`src/rtl/pipeline_hazard_ctrl.sv`:
```
// Stall/flush/forward sequencer for the 5-stage core: load-use interlock,
// multi-cycle multiply hold in EX, taken-branch flush, EX operand forwarding.
//
// state    | meaning
// RUN      | normal issue; hazard and branch logic active
// MUL_WAIT | multiply occupying EX; front of pipe held until the last cycle
module pipeline_hazard_ctrl #(
    parameter int MUL_CYCLES = 4,
    parameter int REG_W      = 5,
    parameter int CNT_W      = 32
) (
    input  logic             clk,
    input  logic             rst,
    input  logic [REG_W-1:0] id_rs,
    input  logic [REG_W-1:0] id_rt,
    input  logic             id_uses_rs,
    input  logic             id_uses_rt,
    input  logic [REG_W-1:0] ex_rs,
    input  logic [REG_W-1:0] ex_rt,
    input  logic [REG_W-1:0] ex_rd,
    input  logic             ex_wr_en,
    input  logic             ex_is_load,
    input  logic             ex_is_mul,
    input  logic             ex_branch_taken,
    input  logic [REG_W-1:0] mem_rd,
    input  logic [REG_W-1:0] wb_rd,
    input  logic             mem_wr_en,
    input  logic             wb_wr_en,
    output logic             stall_if,
    output logic             stall_id,
    output logic             stall_ex,
    output logic             bubble_ex,
    output logic             bubble_mem,
    output logic             flush_id,
    output logic [1:0]       fwd_a,
    output logic [1:0]       fwd_b,
    output logic             mul_start,
    output logic             mul_done,
    output logic [CNT_W-1:0] stall_cycles
);

    localparam int MC_W = (MUL_CYCLES > 2) ? $clog2(MUL_CYCLES) : 1;

    typedef enum logic {RUN, MUL_WAIT} state_t;

    state_t          state, state_nxt;
    logic [MC_W-1:0] mul_cnt, mul_cnt_nxt;
    logic            load_use;

    function automatic logic [1:0] fwd_sel(input logic [REG_W-1:0] src);
        if (mem_wr_en && mem_rd != '0 && mem_rd == src)
            return 2'b01;
        else if (wb_wr_en && wb_rd != '0 && wb_rd == src)
            return 2'b10;
        else
            return 2'b00;
    endfunction

    assign load_use = ex_is_load && ex_wr_en && (ex_rd != '0) &&
                      ((id_uses_rs && id_rs == ex_rd) || (id_uses_rt && id_rt == ex_rd));

    always_ff @(posedge clk) begin
        if (rst) begin
            state   <= RUN;
            mul_cnt <= '0;
        end else begin
            state   <= state_nxt;
            mul_cnt <= mul_cnt_nxt;
        end
    end

    always_comb begin
        state_nxt   = state;
        mul_cnt_nxt = mul_cnt;
        stall_if    = 1'b0;
        stall_id    = 1'b0;
        stall_ex    = 1'b0;
        bubble_ex   = 1'b0;
        bubble_mem  = 1'b0;
        flush_id    = 1'b0;
        mul_start   = 1'b0;
        mul_done    = 1'b0;
        fwd_a       = 2'b00;
        fwd_b       = 2'b00;
        // Everything is forced quiet while reset is held, forwarding included.
        if (!rst) begin
            fwd_a = fwd_sel(ex_rs);
            fwd_b = fwd_sel(ex_rt);
            case (state)
                RUN: begin
                    if (ex_branch_taken) begin
                        flush_id  = 1'b1;
                        bubble_ex = 1'b1;
                    end else if (ex_is_mul) begin
                        mul_start   = 1'b1;
                        stall_if    = 1'b1;
                        stall_id    = 1'b1;
                        stall_ex    = 1'b1;
                        bubble_mem  = 1'b1;
                        mul_cnt_nxt = MC_W'(MUL_CYCLES - 2);
                        state_nxt   = MUL_WAIT;
                    end else if (load_use) begin
                        stall_if  = 1'b1;
                        stall_id  = 1'b1;
                        bubble_ex = 1'b1;
                    end
                end
                MUL_WAIT: begin
                    if (mul_cnt != '0) begin
                        stall_if    = 1'b1;
                        stall_id    = 1'b1;
                        stall_ex    = 1'b1;
                        bubble_mem  = 1'b1;
                        mul_cnt_nxt = mul_cnt - MC_W'(1);
                    end else begin
                        mul_done  = 1'b1;
                        state_nxt = RUN;
                    end
                end
                default: state_nxt = RUN;
            endcase
        end
    end

    always_ff @(posedge clk) begin
        if (rst)
            stall_cycles <= '0;
        else if (stall_if && stall_cycles != '1)
            stall_cycles <= stall_cycles + CNT_W'(1);
    end

endmodule

```
`config.mk`:
```
export PLATFORM = sky130hd
export DESIGN_NAME = pipeline_hazard_ctrl
export DESIGN_NICKNAME = d
export VERILOG_FILES = /design/src/rtl/pipeline_hazard_ctrl.sv
export SDC_FILE = /design/constraint.sdc
export NUM_CORES = 1
export LEC_CHECK = 0
export CAP_MARGIN = 15
export CORE_ASPECT_RATIO = 0.75
export CORE_MARGIN = 4
export CORE_UTILIZATION = 35
export DETAILED_ROUTE_END_ITERATION = 16
export HOLD_SLACK_MARGIN = 0.08
export PLACE_DENSITY = 0.66
export SLEW_MARGIN = 15
export SYNTH_ARGS = -nofsm -noshare
export SYNTH_HDL_FRONTEND = slang
export SYNTH_SLANG_ARGS = --single-unit
```
`constraint.sdc`:
```
create_clock -name clk -period 2.5 [get_ports clk]
set_input_delay 0.375 -clock clk [delete_from_list [all_inputs] [get_ports clk]]
set_output_delay 0.375 -clock clk [all_outputs]
set_load 0.01 [all_outputs]
```
## After elaboration in Yosys (flattened, before gate mapping)

Cells that the tools add are included.

| word-level totals | value |
|---|---|
| register bits | 35 |
| input bits | 45 |

| cells by class | value |
|---|---|
| add/sub/neg operators | 2 |
| equal/unequal tests | 10 |
| muxes and demuxes | 32 |
| bitwise operators | 1 |
| reductions and logical operators | 18 |

Operators by type and width:

| kind | number |
|---|---|
| $add A32 B1 Y32 const B | 1 |
| $ne A32 B32 Y1 const B | 1 |
| $eq A5 B5 Y1 | 6 |
| $mux W1 | 20 |
| $mux W2 | 9 |
| $reduce_bool A5 Y1 | 3 |
| $logic_and A1 B1 Y1 | 12 |
| $ne A2 B2 Y1 const B | 2 |
| $pmux W1 S2 | 2 |
| $pmux W2 S2 | 1 |
| $reduce_and A3 Y1 | 1 |
| $ne A2 B1 Y1 const B | 1 |
| $reduce_bool A2 Y1 | 1 |
| $sub A2 B1 Y2 const B | 1 |
| $logic_or A1 B1 Y1 | 1 |
| $not A1 Y1 | 1 |

## Depth between registers and ports, before layout

| depth | value |
|---|---|
| word-level depth | 10 |
| gate-level depth with buffers | 10 |

## Worst setup path before layout

No wires, ideal clock.

| path | value |
|---|---|
| path type | reg2reg |
| start point | register stall_cycles[0] |
| end point | register stall_cycles[22] |
| setup time | 0.121 ns |
| data arrival time | 2.089 ns |
| slack | 0.290 ns |
| stages on the path, launching flop included | 9 |
| buffers on the path | 1 |
| clock period less this slack | 2.210 ns |
| path through | dfxtp_1 > ha_1 > nand2_1 > nor4_1 > or4b_4 > nand3_4 > buf_6 > nor3_2 > mux2_4 |

| between the ends | value |
|---|---|
| cells in the longest elaborated chain, start to end | 2 |
| elaborated cells on any way between the ends | 3 |
| classes of those cells | 1 x add/sub; 1 x eq/ne; 1 x reduce/logical |

Ends and longest elaborated chain:

| item | line | source |
|---|---|---|
| start: declaration | 39 | `output logic [CNT_W-1:0] stall_cycles` |
| start signal: assignment | 129 | `stall_cycles <= stall_cycles + CNT_W'(1);` |
| parallel branches: the longest is 2 deep, another holds $add A32 B1 Y32 | n/a |  |

Several ways; the timed one is not identified.
A chain may end at the register's enable or synchronous reset.

## Final worst setup path

| path | value |
|---|---|
| start point | input port wb_rd[2] |
| end point | output port fwd_b[1] |

| between the ends | value |
|---|---|
| cells in the longest elaborated chain, start to end | 6 |
| elaborated cells on any way between the ends | 7 |
| classes of those cells | 1 x eq/ne; 3 x mux; 3 x reduce/logical |

Ends and longest elaborated chain:

| item | line | source |
|---|---|---|
| start: declaration | 26 | `input logic [REG_W-1:0] wb_rd,` |
| $reduce_bool A5 Y1 | 53 | `else if (wb_wr_en && wb_rd != '0 && wb_rd == src)` |
| $logic_and A1 B1 Y1 | 53 |  |
| $logic_and A1 B1 Y1 * | 53 |  |
| $mux W2 * | 53 |  |
| $mux W2 * | 51 | `if (mem_wr_en && mem_rd != '0 && mem_rd == src)` |
| $mux W2 * | 86 | `if (!rst) begin` |
| end: declaration | 36 | `output logic [1:0] fwd_b,` |

Every way passes the cells marked *; elsewhere a longest branch is shown, timed or not.

==> flow_metrics.env <==
export IMPL_multi_input_area_um2=1560
export IMPL_cts_clk_slew_worst_paths_ps=70
export IMPL_drt_wl_total_um=7000
export IMPL_route_detailed_drc=0
export IMPL_dp_hpwl_um=5420
export IMPL_fin_util=0.564
export IMPL_max_slew_margin=0.724
export IMPL_max_freq_mhz=406
export IMPL_crit_fanout=2
export IMPL_worst_setup_path_start_kind="input port"
export IMPL_grt_pass1_vias=2415
export IMPL_setup_violations_final=0
export IMPL_ys_flop_type="dfxtp_1"
export IMPL_die_w_um=102
export IMPL_initial_core_util=0.364
export IMPL_cts_sinks=35
export IMPL_layout_setup_ws_ps=34.9
export IMPL_hold_ws_ps=486
export IMPL_busiest_layer="met2"
export IMPL_hold_viol=0
export IMPL_layout_drive_gt1_share=0.170
export IMPL_max_slew_worst_pin_slew_ps=414
export IMPL_synthTopCellsByArea="dfxtp_1 30%, xnor2_1 8.7%, nand3_1 4.3%"
export IMPL_r2r_end="stall_cycles[22]$_SDFFE_PP0P_"
export IMPL_tns_ps=0
export IMPL_syn_avg_cell_area_um2=8.44
export IMPL_cts_root_buf="clkbuf_8"
export IMPL_die_y_um=78.5
export IMPL_postCtsHoldBufs=0
export IMPL_wire_per_inst_um=14.8
export IMPL_r2r_slack_ps=250
export IMPL_slowest_delay_ps=560
export IMPL_cts_buffers=5
export IMPL_grt_antenna_before_repair=0
export IMPL_cp_cell_sequence="clkdlybuf4s50_1 > buf_4 > xor2_1 > or4_1 > nor4_2 > buf_2"
export IMPL_cts_tree="built"
export IMPL_pre_cts_slack_ps=-439
export IMPL_rows=25
export IMPL_yosysTopAreaCellShare=0.302
export IMPL_reg2reg_depth=7
export IMPL_fill_cells=588
export IMPL_power_leakage_nw=1.26
export IMPL_synthTopCellsByCount="35 x dfxtp_1, 23 x xnor2_1, 20 x nand3_1"
export IMPL_outcome="finished clean"
export IMPL_insertion_delay_ps=290
export IMPL_vias=2546
export IMPL_vias_per_cell=5.37
export IMPL_seq_area_frac_synth=0.302
export IMPL_path_delay_family="simple AND/OR/NAND/NOR gates"
export IMPL_dieArea_um2=8010
export IMPL_nets=439
export IMPL_gp_congestion=0.861
export IMPL_synth_async_sr_flop_share=0
export IMPL_rsz0062_at_grt="true"
export IMPL_syn_inst=275
export IMPL_finalCritPeriodShare=0.986
export IMPL_worstHoldPathType="register to register"
export IMPL_synth_area_leader_cell="dfxtp_1"
export IMPL_final_seq_area_um2=701
export IMPL_overflow=0
export IMPL_maxSlewViolCount=0
export IMPL_grt_usage=0.174
export IMPL_met2_usage=0.281
export IMPL_cp_arrival_ps=2090
export IMPL_htree_levels=2
export IMPL_num_antenna_cells=0
export IMPL_clock_skew_ps=6.85
export IMPL_grt_pass1_wl_um=11400
export IMPL_synth_area_um2=2320
export IMPL_drt_iter0_drc=81
export IMPL_power_density_nw_per_um2=345
export IMPL_ios=89
export IMPL_dp_cells=463
export IMPL_syn_nets=322
export IMPL_clock_path_buffers=2
export IMPL_synth_seq_cells=35
export IMPL_core_area_um2=6380
export IMPL_crit_required_ps=2120
export IMPL_max_cap_violations=0
export IMPL_grt_use_met3=0.0506
export IMPL_crit_type="input port to output port"
export IMPL_stdcell_count=474
export IMPL_fin_area_um2=3600
export IMPL_p_total_mw=1.24
export IMPL_worstHoldStart="mul_cnt[1]$_SDFFE_PP0P_"
export IMPL_hold_path_cell_count=2
export IMPL_area_growth_pct=55.2
export IMPL_io_buffers=88
export IMPL_ant_nets=0
export IMPL_yosys_warnings=0
export IMPL_placed_area_um2=3450
export IMPL_dr_pass1_iters=4
export IMPL_cp_end_kind="output port"
export IMPL_crit_path_top_delay_cell="or4_1"
export IMPL_cp_buffers_inverters=3
export IMPL_synth_distinct_cells=56
export IMPL_min_period_ps=2470
export IMPL_use_met1=0.228
export IMPL_synth_edf_count=0
export IMPL_ir_drop_v=0.000171
export IMPL_synth_most_common_cell="dfxtp_1"
export IMPL_grt_max_degree=39
export IMPL_hold_end="mul_cnt[1]$_SDFFE_PP0P_"
export IMPL_timing_rr_start="stall_cycles[4]$_SDFFE_PP0P_"
metal layers:
metal | vias up | wire length, um | part of all wire
li1 | 1277 | - | -
met1 | 1178 | 3240 | 0.46
met2 | 81 | 3170 | 0.45
met3 | 10 | 526 | 0.075
met4 | 0 | 62 | 0.0089
met5 | - | 0 | 0
registers in the layout (all words and copies together), names as in the netlist:
| register | flops |
|---|---|
| stall_cycles | 32 |
| mul_cnt | 2 |
| state | 1 |
power by group:
| part | switching, mW | internal (mW) | leakage [nW] |
|---|---|---|---|
| logic | 0.118 | 0.160 | 0.930 |
| clock network | 0.202 | 0.196 | 0.0422 |
| registers | 0.00431 | 0.562 | 0.282 |
final cells by class:
class | count | share of cell area
Clock inverter | 1 | 0.00139
Timing Repair Buffer | 122 | 0.317
Tap cell | 81 | 0.0282
Inverter | 4 | 0.00417
Multi-Input combinational cell | 224 | 0.433
Sequential cell | 35 | 0.195
Clock buffer | 7 | 0.0212
layout by cell type, fill, tap and decap left out, types with 10 or more instances in the layout:
cell and count:
xnor2_1 22, nand2_1 16, nand3_1 20, nor2_1 14
xor2_1 10, buf_4 33, clkdlybuf4s50_1 78, dfxtp_1 35
a21oi_1 15
logic make-up after synthesis:
family                     after synthesis  synth area share
buffers and inverters                   16            0.0469
and+or+nand+nor                        126             0.319
adders and majority gates                2            0.0108
AOI/OAI and AO/OA                       56             0.162
DFF                                     35             0.302
muxes                                    7            0.0345
xor gates and xnor gates                33             0.125
how the worst max path moves through the flow:
| stage | startpoint | to | slack, ps | cells after the start |
|---|---|---|---|---|
| after floorplan | stall_cycles[0]$_SDFFE_PP0P_ | stall_cycles[22]$_SDFFE_PP0P_ | 290 | 8 |
| after global placement | mem_rd[1] | fwd_a[1] | -420 | 7 |
| after detailed placement | mem_rd[2] | fwd_b[1] | -440 | 6 |
| after CTS | mem_rd[2] | fwd_b[1] | -50 | 6 |
| after global routing | wb_rd[3] | fwd_b[1] | -50 | 6 |
| final | wb_rd[2] | fwd_b[1] | 30 | 6 |
timing repair:
action	in CTS	in global routing
pin swaps	1	3
endpoints found under the setup margin	7	12
resized for setup	17	11
gates cloned	0	0
buffers inserted	0	3
worst reg2reg max path, cell delays in order (launching register included):
cell	delay [ps]
dfxtp_1	450
nand4_1	220
nor4_1	330
or4b_4	530
nand3_4	160
buf_4	130
nor3_2	40
mux2_4	290
Note: power is estimated with default switching activity, not from simulation.
